## config.mk

```make
export PLATFORM = sky130hd
export DESIGN_NAME = frame_stream_ctrl
export DESIGN_NICKNAME = d
export VERILOG_FILES = /design/src/rtl/vgg_stream_pkg.sv /design/src/rtl/frame_stream_ctrl_rowcol_counter.sv /design/src/rtl/frame_stream_ctrl.sv
export SDC_FILE = /design/constraint.sdc
export NUM_CORES = 1
export LEC_CHECK = 0
export ABC_CLOCK_PERIOD_IN_PS = 3400
export BUFFER_PORTS_ARGS = -buffer_cell sky130_fd_sc_hd__buf_2
export CAP_MARGIN = 20
export CORE_MARGIN = 5
export CORE_UTILIZATION = 41
export CTS_CLUSTER_SIZE = 40
export DETAILED_ROUTE_END_ITERATION = 10
export HOLD_SLACK_MARGIN = 0.05
export PLACE_DENSITY = 0.61
export SYNTH_ARGS = -nofsm -noshare
export SYNTH_HDL_FRONTEND = slang
export SYNTH_HIERARCHICAL = 1
export SYNTH_SLANG_ARGS = --single-unit
```

## constraint.sdc

```tcl
create_clock -name clk -period 3.4 [get_ports clk]
set_clock_uncertainty 0.15 [all_clocks]
set_input_delay 0 -clock clk [delete_from_list [all_inputs] [get_ports clk]]
set_output_delay 0 -clock clk [all_outputs]
set_load 0.02 [all_outputs]
```

## src/rtl/vgg_stream_pkg.sv

```systemverilog
// Shared types and defaults for the frame streaming controller.
// Optional stall counter in frame_stream_ctrl is enabled by FRAME_STALL_CNT_EN.
package vgg_stream_pkg;

   localparam int unsigned DEF_DWIDTH = 8;
   localparam int unsigned DEF_WIDTH  = 56;
   localparam int unsigned DEF_HEIGHT = 56;

   typedef enum logic [1:0] {
      S_IDLE   = 2'd0,
      S_STREAM = 2'd1,
      S_FLUSH  = 2'd2,
      S_DRAIN  = 2'd3
   } state_t;

   // One flush row of zero pads: a full row plus a border column on each side.
   function automatic int unsigned pad_count(input int unsigned width);
      return width + 2;
   endfunction

endpackage

```

## src/rtl/frame_stream_ctrl_rowcol_counter.sv

```systemverilog
// Column/row position counter with a programmable column wrap point.
// Shared by the pixel and pad phases of frame_stream_ctrl.
module rowcol_counter #(
   parameter int unsigned CW = 3,
   parameter int unsigned RW = 2
) (
   input  logic          clk,
   input  logic          resetn,
   input  logic          i_clr,
   input  logic          i_en,
   input  logic [CW-1:0] i_col_last,
   output logic [CW-1:0] o_col,
   output logic [RW-1:0] o_row
);

   logic [CW-1:0] r_col;
   logic [RW-1:0] r_row;

   always_ff @(posedge clk or negedge resetn) begin
      if (!resetn) begin
         r_col <= '0;
         r_row <= '0;
      end else if (i_clr) begin
         r_col <= '0;
         r_row <= '0;
      end else if (i_en) begin
         if (r_col == i_col_last) begin
            r_col <= '0;
            r_row <= r_row + 1'b1;
         end else begin
            r_col <= r_col + 1'b1;
         end
      end
   end

   assign o_col = r_col;
   assign o_row = r_row;

endmodule

```

## src/rtl/frame_stream_ctrl.sv

```systemverilog
// Streams one frame from a show-ahead FIFO to a ready/valid sink, then a row of pads.
// Define FRAME_STALL_CNT_EN to add the stall_cnt output.
module frame_stream_ctrl
   import vgg_stream_pkg::*;
#(
   parameter int unsigned DWIDTH = DEF_DWIDTH,
   parameter int unsigned WIDTH  = DEF_WIDTH,
   parameter int unsigned HEIGHT = DEF_HEIGHT
) (
   input  logic                         clk,
   input  logic                         resetn,
   input  logic                         start,
   output logic                         busy,
   input  logic                         fifo_empty,
   input  logic [DWIDTH-1:0]            fifo_q,
   output logic                         fifo_rdreq,
   input  logic                         out_ready,
   output logic                         out_valid,
   output logic [DWIDTH-1:0]            out_data,
   output logic                         out_pad,
   output logic [$clog2(WIDTH+2)-1:0]   out_col,
   output logic [$clog2(HEIGHT+1)-1:0]  out_row,
   output logic                         frame_done
`ifdef FRAME_STALL_CNT_EN
   ,
   output logic [31:0]                  stall_cnt
`endif
);

   localparam int unsigned CW   = $clog2(WIDTH+2);
   localparam int unsigned RW   = $clog2(HEIGHT+1);
   localparam int unsigned PW   = $clog2(WIDTH*HEIGHT+1);
   localparam int unsigned PADS = pad_count(WIDTH);
   localparam int unsigned PADW = $clog2(PADS+1);

   localparam logic [PW-1:0]   LAST_POP        = PW'(WIDTH*HEIGHT-1);
   localparam logic [PADW-1:0] LAST_PAD        = PADW'(PADS-1);
   localparam logic [CW-1:0]   STREAM_COL_LAST = CW'(WIDTH-1);
   localparam logic [CW-1:0]   FLUSH_COL_LAST  = CW'(PADS-1);
   localparam logic [RW-1:0]   PAD_ROW         = RW'(HEIGHT);

   state_t          r_state;
   logic [PW-1:0]   r_pop_cnt;
   logic [PADW-1:0] r_pad_cnt;

   logic            w_ld;
   logic            w_pop;
   logic            w_pad_ld;
   logic            w_last_pad;
   logic            w_cnt_clr;
   logic            w_cnt_en;
   logic [CW-1:0]   w_col_last;
   logic [CW-1:0]   w_col;
   logic [RW-1:0]   w_row;

   assign w_ld       = !out_valid || out_ready;
   assign w_pop      = (r_state == S_STREAM) && !fifo_empty && w_ld;
   assign w_pad_ld   = (r_state == S_FLUSH) && w_ld;
   assign w_last_pad = w_pad_ld && (r_pad_cnt == LAST_PAD);
   assign fifo_rdreq = w_pop;
   assign busy       = (r_state != S_IDLE);

   // The last pixel wraps col to 0 and row to HEIGHT, so the pad phase starts
   // at column 0 without a reload; the final pad clears for the next frame.
   assign w_cnt_clr  = ((r_state == S_IDLE) && start) || w_last_pad;
   assign w_cnt_en   = w_pop || w_pad_ld;
   assign w_col_last = (r_state == S_FLUSH) ? FLUSH_COL_LAST : STREAM_COL_LAST;

   rowcol_counter #(
      .CW (CW),
      .RW (RW)
   ) u_rowcol (
      .clk        (clk),
      .resetn     (resetn),
      .i_clr      (w_cnt_clr),
      .i_en       (w_cnt_en),
      .i_col_last (w_col_last),
      .o_col      (w_col),
      .o_row      (w_row)
   );

   always_ff @(posedge clk or negedge resetn) begin
      if (!resetn) begin
         r_state    <= S_IDLE;
         r_pop_cnt  <= '0;
         r_pad_cnt  <= '0;
         out_valid  <= 1'b0;
         out_data   <= '0;
         out_pad    <= 1'b0;
         out_col    <= '0;
         out_row    <= '0;
         frame_done <= 1'b0;
      end else begin
         frame_done <= 1'b0;
         case (r_state)
            S_IDLE: begin
               if (start) begin
                  r_state   <= S_STREAM;
                  r_pop_cnt <= '0;
                  r_pad_cnt <= '0;
               end
            end
            S_STREAM: begin
               if (w_pop) begin
                  out_valid <= 1'b1;
                  out_data  <= fifo_q;
                  out_pad   <= 1'b0;
                  out_col   <= w_col;
                  out_row   <= w_row;
                  r_pop_cnt <= r_pop_cnt + 1'b1;
                  if (r_pop_cnt == LAST_POP) begin
                     r_state   <= S_FLUSH;
                     r_pad_cnt <= '0;
                  end
               end else if (w_ld) begin
                  out_valid <= 1'b0;
               end
            end
            S_FLUSH: begin
               if (w_ld) begin
                  out_valid <= 1'b1;
                  out_data  <= '0;
                  out_pad   <= 1'b1;
                  out_col   <= w_col;
                  out_row   <= PAD_ROW;
                  r_pad_cnt <= r_pad_cnt + 1'b1;
                  if (r_pad_cnt == LAST_PAD) begin
                     r_state <= S_DRAIN;
                  end
               end
            end
            S_DRAIN: begin
               if (w_ld) begin
                  out_valid  <= 1'b0;
                  frame_done <= 1'b1;
                  r_state    <= S_IDLE;
               end
            end
            default: r_state <= S_IDLE;
         endcase
      end
   end

`ifdef FRAME_STALL_CNT_EN
   logic [31:0] r_stall_cnt;

   always_ff @(posedge clk or negedge resetn) begin
      if (!resetn) begin
         r_stall_cnt <= '0;
      end else if ((r_state == S_IDLE) && start) begin
         r_stall_cnt <= '0;
      end else if (busy && out_valid && !out_ready && (r_stall_cnt != '1)) begin
         r_stall_cnt <= r_stall_cnt + 1'b1;
      end
   end

   assign stall_cnt = r_stall_cnt;
`endif

endmodule

```

# [Word-level counts from Yosys, hierarchy flattened]
# Cells that the tools add are included.
[op_classes] add_sub_neg=4 n_mul=0 muxes=39 n_div=0 eq_ne=12 bitwise=0 n_shift=0 n_reduce_logical=24 order_cmp=0
[op_table] operator="$mux W6" count=14
[op_table] operator="$mux W12" count=2
[op_table] operator="$pmux W12 S2" count=1
[op_table] operator="$pmux W6 S2" count=2
[op_table] operator="$add A6 B1 Y6 const B" count=3
[op_table] operator="$pmux W6 S3" count=1
[op_table] operator="$mux W8" count=2
[op_table] operator="$pmux W8 S2" count=1
[op_table] operator="$add A12 B1 Y12 const B" count=1
[op_table] operator="$eq A12 B12 Y1 const B" count=1
[op_table] operator="$mux W2" count=6
[op_table] operator="$reduce_bool A2 Y1" count=5
[op_table] operator="$ne A2 B2 Y1 const B" count=4
[op_table] operator="$pmux W2 S4" count=1
[op_table] operator="$eq A6 B6 Y1" count=1
[op_table] operator="$eq A6 B6 Y1 const B" count=1
[op_table] operator="$mux W1" count=6
[op_table] operator="$reduce_and A3 Y1" count=2
[op_table] operator="$reduce_and A6 Y1" count=1
[op_table] operator="$reduce_bool A3 Y1" count=2
[op_table] operator="$logic_and A1 B1 Y1" count=5
[op_table] operator="$reduce_and A5 Y1" count=1
[op_table] operator="$eq A2 B2 Y1 const B" count=2
[op_table] operator="$mux W4" count=1
[op_table] operator="other kinds (8)" count=13
[totals] register_bits=55 word_cells=90 latchBits=0 mem_bits_ro=0 out_inout_bits=25 mem_bits_rw=0 inputBits=13 mem_count=0

# [Longest topological paths before layout]
# Gate-level depths: netlist of run 1.
[logic_depth] depth_word=7 mapped_depth=10 depth_no_buf=8

# [Hierarchy]
# The synthesis of run 1 kept the hierarchy.
[by_module_without_submodules] mod="frame_stream_ctrl" instances=1 seq_area_each_um2=1076.0 area_each_um2=2173.3 cells_per_inst=231
[by_module_without_submodules] mod="rowcol_counter" instances=1 seq_area_each_um2=300.3 area_each_um2=764.5 cells_per_inst=76

# [Least setup slack after synthesis of run 1]
# No wires, ideal clock.
[synth_timing] path_kind="flip-flop to flip-flop" from="register r_state[0]" to="register u_rowcol.r_row[4], in the netlist u_rowcol/o_row[4]" period_less_slack_ps=2556 setup_slack_ps=844 required_ps=3125 path_stages_with_launch=9 arrival_ps=2281 path_cell_list="dfrtp_1 > inv_1 > ha_1 > clkinv_1 > clkbuf_1 > xnor2_2 > nand4_4 > nor4_1 > mux2_2"
[synth_lines] element="from (decl)" line="frame_stream_ctrl.sv:42" rtl="state_t r_state;"
[synth_lines] element="from (signal assigned)" line="frame_stream_ctrl.sv:84" rtl="r_state <= S_IDLE;"
[synth_lines] element="from (signal assigned)" line="frame_stream_ctrl.sv:98" rtl="r_state <= S_STREAM;"
[synth_lines] element="from (signal assigned)" line="frame_stream_ctrl.sv:112" rtl="r_state <= S_FLUSH;"
[synth_lines] element="$eq A2 B2 Y1" line="frame_stream_ctrl.sv:67" rtl="assign w_col_last = (r_state == S_FLUSH) ? FLUSH_COL_LAST : STREAM_COL_LAST;"
[synth_lines] element="$mux W4" line="frame_stream_ctrl.sv:67"
[synth_lines] element="net w_col_last[3]" line="frame_stream_ctrl.sv:52" rtl="logic [CW-1:0] w_col_last;"
[synth_lines] element="$eq A6 B6 Y1" line="frame_stream_ctrl_rowcol_counter.sv:27" rtl="if (r_col == i_col_last) begin"
[synth_lines] element="$reduce_bool A2 Y1 (no line)"
[synth_lines] element="$reduce_and A2 Y1 (no line)"
[synth_lines] element="to (signal assigned)" line="frame_stream_ctrl_rowcol_counter.sv:29" rtl="r_row <= r_row + 1'b1;"
[synth_lines] element="to (decl)" line="frame_stream_ctrl_rowcol_counter.sv:17" rtl="logic [RW-1:0] r_row;"
# The timed path passes the listed nets, and every way through them passes these cells.
# A chain may end at the register's enable or synchronous reset.

# [Worst setup path in the final report of run 1]
# Ends and elaborated chain as after synthesis.

==> impl_summary.txt, run 1 <==
----------------------------------------------------
[Synthesis]
  Synth Flop Type ... dfrtp_1
  Post-synthesis instance area ... 2938 sq um
  Post-synth cell types ... 51
  Most instantiated library cell after synthesis ... nand2_1
  Leading cell types by total area after synthesis ... dfrtp_1 47%, nand2_1 8.8%, ha_1 4.3%
  Post-Synthesis Mean Instance Area ... 9.569 sq um
  Flop and latch count out of synthesis ... 55
  Yosys warnings ... 6
  Synthesized instance count ... 307
  Most used standard cells in the synthesized netlist ... 69 x nand2_1, 55 x dfrtp_1, 23 x nor2_1
  Part of the Yosys area used for sequential elements ... 46.85%
  Number of synthesized flops with an enable pin ... 0
  Biggest area consumer among synthesized cells ... dfrtp_1
  Post-synth ARST share ... 100.0%
  Area share of the largest cell type after synthesis ... 46.85%

[Global route]
  GR peak layer ... met2
  Maximum number of pins on one net before global-route repair ... 40
  Met2 demand-to-capacity share in global routing ... around a quarter
  Wire length of the first global-routing pass ... about 10 mm
  Number of global-route vias before repair ... 2203
  Overall routing resource usage ... 14.57%
  Initial antenna violation count ... 0
  Global route overflow ... 0
  Global routing usage on met3 ... approximately 1.9%
  Met1 usage in global routing ... 18.98%

[Floorplan]
  Core box area ... 6869 sq um
  Die X-Extent ... 94.65 um
  Area of the die ... 8959 sq um
  Cell Rows ... 30
  Chip height ... 94.65 um
  Initial standard-cell utilization of the core ... 42.77%
  Number of top-level pins ... 38

[Cells and area]
  Fraction of layout cells with a size suffix above 1 ... 19.61%
  N_diodes ... 0
  Final net count ... 379
  Syn-to-layout area delta ... 16.40%
  Sequential cell area in the final layout ... 1376 sq um
  Fillers ... 634
  Footprint of the multi-input gates ... 1483 sq um
  Post-route cell area ... 3420 sq um

[Job]
  Max_cap viols ... 0

[Critical path]
  Maximum fanout along the worst path ... 12
  Reg2reg start ... r_state[0]
  CP required ... roughly 3500 ps
  Crit path capture type ... flop
  Startpoint type of the worst setup path ... flop
  Critical path launch point ... r_state[0]
  Critical setup path kind ... flop to flop
  Arrival time of the worst setup path ... 2650 ps
  Reg2reg setup slack ... ~790 ps

[Timing]
  Finish-stage setup viols ... 0
  Worst-Margin Slew ... 887.3 ps
  Setup TNS ... 0 ps
  Max Freq ... 383.5 MHz
  Post-layout min period ... 2608 ps
  Total count of max-transition violations in the final report ... 0
  Relative slew slack ... around two fifths
  RSZ-0062 raised after global routing ... no
  Ratio of final minimum period to clock period ... between 70% and 80%
  Number of failing hold endpoints at the final stage ... 0

[Power]
  Overall power of the completed layout ... 0.002712 W
  PD cells ... 793.2 nW/um^2
  Leakage component of the power ... roughly 1.6 nW
  Worst ir drop on vdd ... 0.2451 mV

[Clock tree]
  Later-pin clock latency in the skew report ... 300 ps
  Deepest level of the CTS H-tree ... 2
  Post-CTS Repair Setup Buffers ... 0
  Largest buffer count on any clock path ... 2
  Clock root buffer master ... clkbuf_8
  Number of clock buffers inserted by TritonCTS ... 5
  CTS tree ... built
  Register clock-pin slew on the reported worst setup and hold paths ... 100 ps
  Number of sinks handled by clock tree synthesis ... 55

[Routing]
  Starting DRC count in detailed routing ... 104
  Via/cell ratio ... 4.962
  Total detailed-routing wirelength ... 6.141 mm
  Post-route ant nets ... 0
  Via count of the routed design ... 2248
  Number of design rule violations left after detail routing ... 0
  Routed len/inst ... 13.56 um
  Count of TritonRoute iterations in the first routing pass ... 4

[Placed design]
  Post-DP Area ... roughly 3200 sq um
  Count of buffers inserted at the top-level ports ... 37
  Final weighted congestion in routability-driven placement ... 0.8138
  Final HPWL DP ... 4.238 mm

[Run status]
  Status ... finished, final reports clean

[Worst hold path]
  Min-delay src ... fifo_empty
  Hold Path Class ... primary input to flop

----------------------------------------------------
power by group:
part / switching, W / internal (W)
sequential: 0.000186 / 0.000859
combinational: 0.000816 / 0.000480
clock: 0.000224 / 0.000148
total: 0.00123 / 0.00149
logic make-up (layout without fill, tap and decap cells):
kind of cell	after synthesis	in the layout	share of synthesized area (%)
and+or+nand+nor	162	162	28.15
buffers and inverters	19	67	2.938
DFF	55	55	46.85
adders and majority gates	10	10	4.259
xor gates and xnor gates	15	15	5.494
muxes	10	10	3.577
other	1	3	0.1276
AOI/OAI and AO/OA	35	35	8.604
metrics by stage:
stage               cells  util (%)  worst slack, ps  hold slack, ps
floorplan             309         -            844.4          -445.6
global placement      435     46.99            877.5           23.76
detailed placement    435     46.99            823.6           27.95
CTS                   453     49.78            807.2           57.10
global route          453     49.78            608.6           130.4
finish                453     49.78            792.5           85.81
cell type report:
type                       instances  area share (%)
tap                               96           3.513
timing repair buffer              52           9.440
clock inverter                     3          0.6586
sequential                        55           40.25
inverter                           7          0.7684
clock buffer                       5           2.012
multi-input combinational        235           43.36
cell usage in the layout, fill, tap and decap left out, types with 4 or more instances in the layout:
cell            n
a21oi_1        10
buf_2          37
buf_4           5
clkbuf_8        5
dfrtp_1        55
dlygate4sd3_1  10
ha_1           10
inv_1           6
mux2_2          4
mux2i_1         6
nand2_1        69
nand2b_1        6
nand3_1        21
nand4_1         4
nor2_1         23
nor3_1          9
o21ai_0         9
xnor2_1        10
xnor2_2         4
registers in the layout, summed over array words and instances (netlist names):
register	flops
r_pop_cnt	12
out_data	8
out_col	6
out_row	6
r_pad_cnt	6
u_rowcol/o_col	6
u_rowcol/o_row	6
r_state	2
frame_done	1
out_pad	1
out_valid	1
worst paths after layout:
kind                                          end  cells past startpoint
worst max-delay path            u_rowcol/o_row[4]                      8
worst min-delay path                      out_pad                      5
worst max register to register  u_rowcol/o_row[4]                      8
worst min register to register         out_row[3]                      2
max in group asynchronous              out_col[0]                      3
min in group asynchronous           r_pop_cnt[10]                      2
per-layer routing:
metal,wire length [um],up-vias
met5,0,-
met4,54,0
met3,203,2
met2,2880,30
met1,3003,1070
li1,-,1146
what timing repair did:
item | in CTS | in global routing
hold buffers | 10 | 0
gates resized for setup | 0 | 0
hold endpoints to repair | 48 | 0
critical path: stages, from the launching register on:
cell	delay [ps]
dfrtp_1	430
inv_1	110
ha_1	190
clkinv_1	270
buf_4	300
xnor2_2	200
nand4_4	170
nor4_1	310
mux2_2	370
No activity file was read; power rests on OpenSTA's default activity.
==> run 2, diff against run 1 <==
Settings changed: ABC_CLOCK_PERIOD_IN_PS 3400 to 2400.
Clock period 3.4 ns to 2.4 ns, I/O delays scaled along.
==> run 2 against run 1 <==
Against the previous run: total power rose by 45%; clock-buffer cell count rose by 1; largest power group unchanged; via count rose by 2.0%; cell area rose by 2.1%; die area did not move; combinational power rose by 48%; fmax rose by 17%; routed wire length rose by 0.24%; setup slack got worse by 620 ps; first-iteration DRC count rose by 5.8%.
==> impl_summary.txt, run 2 (same netlist as run 1, synthesis figures left out) <==
----------------------------------------------------
[Critical path]
  Critical setup path kind ... flop to flop (unchanged)
  Crit path largest cell delay ... 570 ps (was 430 ps)
  Library cell contributing the largest single delay on the critical path ... a2111o_4 (was dfrtp_1)
  Dominant delay contributor by cell family on the critical path ... compound AO/OA/AOI/OAI gates (was buffers and inverters)
  Sequence of cells on the critical path ... inv_1 -> ha_1 -> nor2b_4 -> a2111o_4 -> nor3_1 -> xnor2_1 -> nor2_1 (was inv_1 -> ha_1 -> clkinv_1 -> buf_4 -> xnor2_2 -> nand4_4 -> nor4_1 -> mux2_2)
  Maximum fanout along the worst path ... 17 (was 12)
  CP required ... 2460 ps (was 3450 ps)
  WP buf/inv ... 1 (was 3)
  Crit path capture type ... flop (unchanged)
  Startpoint type of the worst setup path ... flop (unchanged)
  Arrival time of the worst setup path ... 2290 ps (was 2650 ps)

[Cells and area]
  Leading cell type in the layout, fill and taps excluded ... nand2_1 (unchanged)
  Fraction of layout cells with a size suffix above 1 ... 22.31% (was 19.61%)
  Register ranked first by flip-flop count ... r_pop_cnt (unchanged)
  Registers with the most flip-flops ... r_pop_cnt: 12 flops, out_data: 8 flops (unchanged)
  N_diodes ... 0 (unchanged)
  Final net count ... 385 (was 379)
  Commonest non-fill, non-tap cells in the layout ... 69 x nand2_1, 55 x dfrtp_1, 37 x buf_2 (unchanged)
  Syn-to-layout area delta ... 18.87% (was 16.40%)
  Post-route cell area ... 3492 sq um (was 3420 sq um)
  Max reg flops ... 12 (unchanged)

[Global route]
  Overall routing resource usage ... 14.95% (was 14.57%)
  Maximum number of pins on one net before global-route repair ... 33 (was 40)
  Number of global-route vias before repair ... 2250 (was 2203)
  Initial antenna violation count ... 0 (unchanged)
  Global route overflow ... 0 (unchanged)
  Wire length of the first global-routing pass ... 10.78 mm (was 10.47 mm)

[Placed design]
  Count of buffers inserted at the top-level ports ... 37 (unchanged)
  Final HPWL DP ... 4.432 mm (was 4.238 mm)
  Post-DP Area ... 3277 sq um (was 3228 sq um)
  Final weighted congestion in routability-driven placement ... 0.7823 (was 0.8138)

[Power]
  Worst ir drop on vdd ... 0.5925 mV (was 0.2451 mV)
  PD cells ... 1128 nW/um^2 (was 793.2 nW/um^2)
  Leakage component of the power ... 1.683 nW (was 1.646 nW)

[Routing]
  Count of TritonRoute iterations in the first routing pass ... 4 (unchanged)
  Total detailed-routing wirelength ... 6.156 mm (was 6.141 mm)
  Via count of the routed design ... 2292 (was 2248)
  Starting DRC count in detailed routing ... 110 (was 104)
  Routed len/inst ... 13.41 um (was 13.56 um)
  Post-route ant nets ... 0 (unchanged)
  Via/cell ratio ... 4.993 (was 4.962)
  Number of design rule violations left after detail routing ... 0 (unchanged)

[Clock tree]
  Later-pin clock latency in the skew report ... 310 ps (was 300 ps)
  Register clock-pin slew on the reported worst setup and hold paths ... 100 ps (about the same)
  Clock root buffer master ... clkbuf_8 (unchanged)
  Deepest level of the CTS H-tree ... 2 (unchanged)
  Number of sinks handled by clock tree synthesis ... 55 (unchanged)
  Number of clock buffers inserted by TritonCTS ... 5 (unchanged)
  CTS tree ... built (unchanged)
  Largest buffer count on any clock path ... 2 (unchanged)

[Timing]
  Post-layout min period ... 2229 ps (was 2608 ps)
  Number of failing hold endpoints at the final stage ... 0 (unchanged)
  Setup TNS ... 0 ps (unchanged)
  Finish-stage setup viols ... 0 (unchanged)
  Ratio of final minimum period to clock period ... 92.89% (was 76.69%)
  Max Freq ... 448.6 MHz (was 383.5 MHz)
  Total count of max-transition violations in the final report ... 0 (unchanged)
  RSZ-0062 raised after global routing ... no (unchanged)
  Relative slew slack ... 53.45% (was 40.85%)
  Worst-Margin Slew ... 698.3 ps (was 887.3 ps)

[Worst hold path]
  Hold Path Class ... primary input to flop (unchanged)

[Floorplan]
  Number of top-level pins ... 38 (unchanged)
  Core box area ... 6869 sq um (unchanged)
  Cell Rows ... 30 (unchanged)
  Chip height ... 94.65 um (unchanged)
  Die X-Extent ... 94.65 um (unchanged)
  Area of the die ... 8959 sq um (unchanged)
  Initial standard-cell utilization of the core ... 42.77% (unchanged)

[Job]
  Max_cap viols ... 0 (unchanged)

[Run status]
  Status ... finished, final reports clean (unchanged)

----------------------------------------------------
-- run 2: worst paths after layout --
check	start	endpoint	slack, ps	depth (start not counted)
min reg2reg	out_row[4]	out_row[4]	320	2
max in group asynchronous	resetn	u_rowcol/o_row[4]	1330	3
max reg2reg	r_state[0]	r_pop_cnt[5]	170	7
min in group asynchronous	resetn	r_pop_cnt[11]	110	2
min	fifo_empty	out_pad	80	5
max	r_state[0]	r_pop_cnt[5]	170	7
-- run 2: timing repair --
action                                 CTS  global route
setup buffers                            0             0
setup endpoints to repair                0             8
resized for setup                        0             4
hold buffers                            10             0
endpoints found under the hold margin   40             0
-- run 2: metal layers --
layer | wire (um) | vias up | global-route usage (%)
met5 | 0 | - | 0
met4 | 61 | 0 | 3.846
met3 | 224 | 5 | 2.789
met2 | 2863 | 34 | 24.31
met1 | 3007 | 1100 | 20.50
li1 | - | 1153 | -
-- run 2: cell type report --
class / count / area, sq um
multi-input combinational: 235 / 1500
sequential: 55 / 1376
tap: 96 / 120.1
clock buffer: 6 / 82.58
inverter: 7 / 28.78
clock inverter: 2 / 16.27
timing repair buffer: 58 / 367.9
fill: 660 / 3377
-- run 2: worst min-delay path, cell delays in order --
cell,delay (ps)
buf_2,90
and2_1,180
nor2_1,90
nor2_1,90
a21oi_1,50
-- run 2: stage by stage --
| stage | std cells | hold slack, ps | utilization, % | total power, W | setup WS [ps] |
|---|---|---|---|---|---|
| after floorplan | 309 | -445.6 | - | 0.002861 | 41.69 |
| after global placement | 441 | -62.51 | 47.70 | 0.003369 | 179.8 |
| after detailed placement | 441 | -62.01 | 47.70 | 0.003406 | 89.72 |
| after CTS | 459 | 76.54 | 50.60 | 0.003962 | 65.16 |
| after global routing | 459 | 107.8 | 50.84 | 0.004295 | 37.18 |
| final | 459 | 80.06 | 50.84 | 0.003939 | 170.7 |
-- run 2: power by group --
part / internal, W / leakage (nW) / switching [W]
Clock: 0.000236 / 0.0474 / 0.000308
Sequential: 0.00122 / 0.728 / 0.000256
Combinational: 0.000741 / 0.908 / 0.00118
Total: 0.00219 / 1.68 / 0.00174
==> run 3, diff against run 2 <==
Settings changed: ABC_CLOCK_PERIOD_IN_PS 2400 to 1880, PLACE_DENSITY 0.61 to 0.63.
Clock period 2.4 ns to 1.88 ns, I/O delays scaled along.
==> run 3 against run 2 <==
Against the previous run: the run now ends with setup timing left; total power grew 73%; cell area grew 23%; largest power group unchanged; clock power grew 49%; routed wire length grew 17%; largest cell class unchanged; worst hold slack lost 31 ps; combinational power grew 120%; first-iteration DRC count shrank 22%; sequential power grew 27%.
==> impl_summary.txt, run 3 (same netlist as run 1, synthesis figures left out) <==
----------------------------------------------------
[Run status]
  Status ... finished with violations (was finished, final reports clean)
  Failing checks ... setup timing

[Timing]
  Post-layout min period ... 2078 ps (was 2229 ps)
  Max Freq ... 481.2 MHz (was 448.6 MHz)
  Hold WS ... 49.50 ps (was 80.06 ps)
  Ratio of final minimum period to clock period ... 110.5% (was 92.89%)
  Total count of max-transition violations in the final report ... 0 (unchanged)
  Finish-stage setup viols ... 30 (was 0)
  RSZ-0062 raised after global routing ... yes (was no)
  Number of failing hold endpoints at the final stage ... 0 (unchanged)
  Setup TNS ... -3285 ps (was 0 ps)
  Worst setup slack after layout ... -198.2 ps (was 170.7 ps)

[Global route]
  Wire length of the first global-routing pass ... 11.98 mm (was 10.78 mm)
  Number of global-route vias before repair ... 2566 (was 2250)
  Maximum number of pins on one net before global-route repair ... 56 (was 33)
  Global route overflow ... 0 (unchanged)
  Overall routing resource usage ... 16.72% (was 14.95%)
  Initial antenna violation count ... 0 (unchanged)

[Routing]
  Via/cell ratio ... 5.000 (was 4.993)
  Number of design rule violations left after detail routing ... 0 (unchanged)
  Post-route ant nets ... 0 (unchanged)
  Total detailed-routing wirelength ... 7.194 mm (was 6.156 mm)
  Count of TritonRoute iterations in the first routing pass ... 4 (unchanged)
  Via count of the routed design ... 2530 (was 2292)
  Routed len/inst ... 14.22 um (was 13.41 um)
  Starting DRC count in detailed routing ... 86 (was 110)

[Cells and area]
  Post-route cell area ... 4293 sq um (was 3492 sq um)
  Syn-to-layout area delta ... 46.12% (was 18.87%)
  Fraction of layout cells with a size suffix above 1 ... 39.27% (was 22.31%)
  Footprint of the multi-input gates ... 1807 sq um (was 1500 sq um)
  Commonest non-fill, non-tap cells in the layout ... 65 x nand2_1, 53 x dfrtp_1, 42 x buf_4 (was 69 x nand2_1, 55 x dfrtp_1, 37 x buf_2)
  Fillers ... 543 (was 660)
  N_diodes ... 0 (unchanged)
  Register ranked first by flip-flop count ... r_pop_cnt (unchanged)
  Registers with the most flip-flops ... r_pop_cnt: 12 flops, out_data: 8 flops (unchanged)
  Final net count ... 432 (was 385)
  Max reg flops ... 12 (unchanged)
  Leading cell type in the layout, fill and taps excluded ... nand2_1 (unchanged)
  Sequential cell area in the final layout ... 1379 sq um (was 1376 sq um)

[Placed design]
  Post-DP Area ... 3645 sq um (was 3277 sq um)
  Final HPWL DP ... 4.626 mm (was 4.432 mm)
  Final weighted congestion in routability-driven placement ... 0.7740 (was 0.7823)
  Count of buffers inserted at the top-level ports ... 37 (unchanged)

[Critical path]
  Reg2reg start ... r_state[0] (unchanged)
  Critical setup path kind ... flop to flop (unchanged)
  Crit path capture type ... flop (unchanged)
  Maximum fanout along the worst path ... 5 (was 17)
  Arrival time of the worst setup path ... 2170 ps (was 2290 ps)
  Startpoint type of the worst setup path ... flop (unchanged)
  CP required ... 1970 ps (was 2460 ps)
  Critical path launch point ... r_state[0] (unchanged)

[Clock tree]
  Number of clock buffers inserted by TritonCTS ... 5 (unchanged)
  Later-pin clock latency in the skew report ... 310 ps (about the same)
  Number of sinks handled by clock tree synthesis ... 55 (unchanged)
  Deepest level of the CTS H-tree ... 2 (unchanged)
  Clock root buffer master ... clkbuf_8 (unchanged)
  Register clock-pin slew on the reported worst setup and hold paths ... 110 ps (was 100 ps)
  Largest buffer count on any clock path ... 2 (unchanged)
  CTS tree ... built (unchanged)

[Power]
  Leakage component of the power ... 2.063 nW (was 1.683 nW)
  Worst ir drop on vdd ... 0.6104 mV (was 0.5925 mV)
  Overall power of the completed layout ... 0.006816 W (was 0.003939 W)
  PD cells ... 1588 nW/um^2 (was 1128 nW/um^2)

[Floorplan]
  Area of the die ... 8959 sq um (unchanged)
  Chip height ... 94.65 um (unchanged)
  Core box area ... 6869 sq um (unchanged)
  Cell Rows ... 30 (unchanged)
  Number of top-level pins ... 38 (unchanged)
  Die X-Extent ... 94.65 um (unchanged)
  Initial standard-cell utilization of the core ... 42.77% (unchanged)

[Job]
  Max_cap viols ... 0 (unchanged)

[Worst hold path]
  Hold Path Class ... primary input to asynchronous set/reset pin (was primary input to flop)

----------------------------------------------------
## run 3: changes by cell type in the layout (fill, tap and decap cells not counted), moves of 4 or more
cell	change
nor3_4	+5
buf_6	+8
nor2_1	-5
nand2_1	-4
nor3_1	-5
buf_4	+31
buf_12	+5
## run 3: routing by layer
layer	up-vias	wire (um)	GRT usage (%)
li1	1258	-	-
met1	1221	3199	20.90
met2	44	3686	30.01
met3	7	246	2.709
met4	0	61	4.087
met5	-	0	0
## run 3: timing repair
item | in CTS | in global routing
hold buffers | 10 | 0
setup buffers | 11 | 6
endpoints found under the setup margin | 41 | 52
pin swaps | 19 | 17
endpoints found under the hold margin | 64 | 0
cloned | 1 | 1
resized for setup | 31 | 25
## run 3: where the power goes
group          total [W]  internal, W  switching [W]
Sequential       0.00186      0.00156       0.000305
Clock           0.000809     0.000402       0.000407
Combinational    0.00414      0.00200        0.00215
Total            0.00682      0.00396        0.00286
## run 3: cell type report
cell class	instances	area share, %
Clock buffer	5	1.603
Multi-Input combinational cell	236	42.09
Sequential cell	55	32.12
Clock inverter	3	1.078
Inverter	7	0.9618
Timing Repair Buffer	104	19.35
Tap cell	96	2.798
## run 3: path summary, 6_finish.rpt
| check | end | slack (ps) | cells past startpoint |
|---|---|---|---|
| max reg2reg | u_rowcol/o_row[3] | -200 | 7 |
| min in group clk | u_rowcol/o_col[3] | 100 | 5 |
| max in group asynchronous | r_pop_cnt[4] | 1260 | 3 |
| min | r_pop_cnt[8] | 50 | 3 |
| max | u_rowcol/o_row[3] | -200 | 7 |
| min reg2reg | out_data[3] | 320 | 2 |
## run 3: stage by stage
stage	util (%)	instances	worst slack (ps)
after floorplan	-	309	-208.2
after global placement	53.06	469	-171.0
after detailed placement	53.06	469	-233.6
after CTS	59.93	499	-175.3
after global routing	62.50	506	-299.6
final	62.50	506	-198.2
## run 3: critical path, stage by stage (launching register included)
cell and delay (ps):
dfrtp_2 470, inv_4 100, ha_4 200, clkinv_8 100
a21oi_4 180, nand3_2 140, or4_1 520, a21oi_1 160
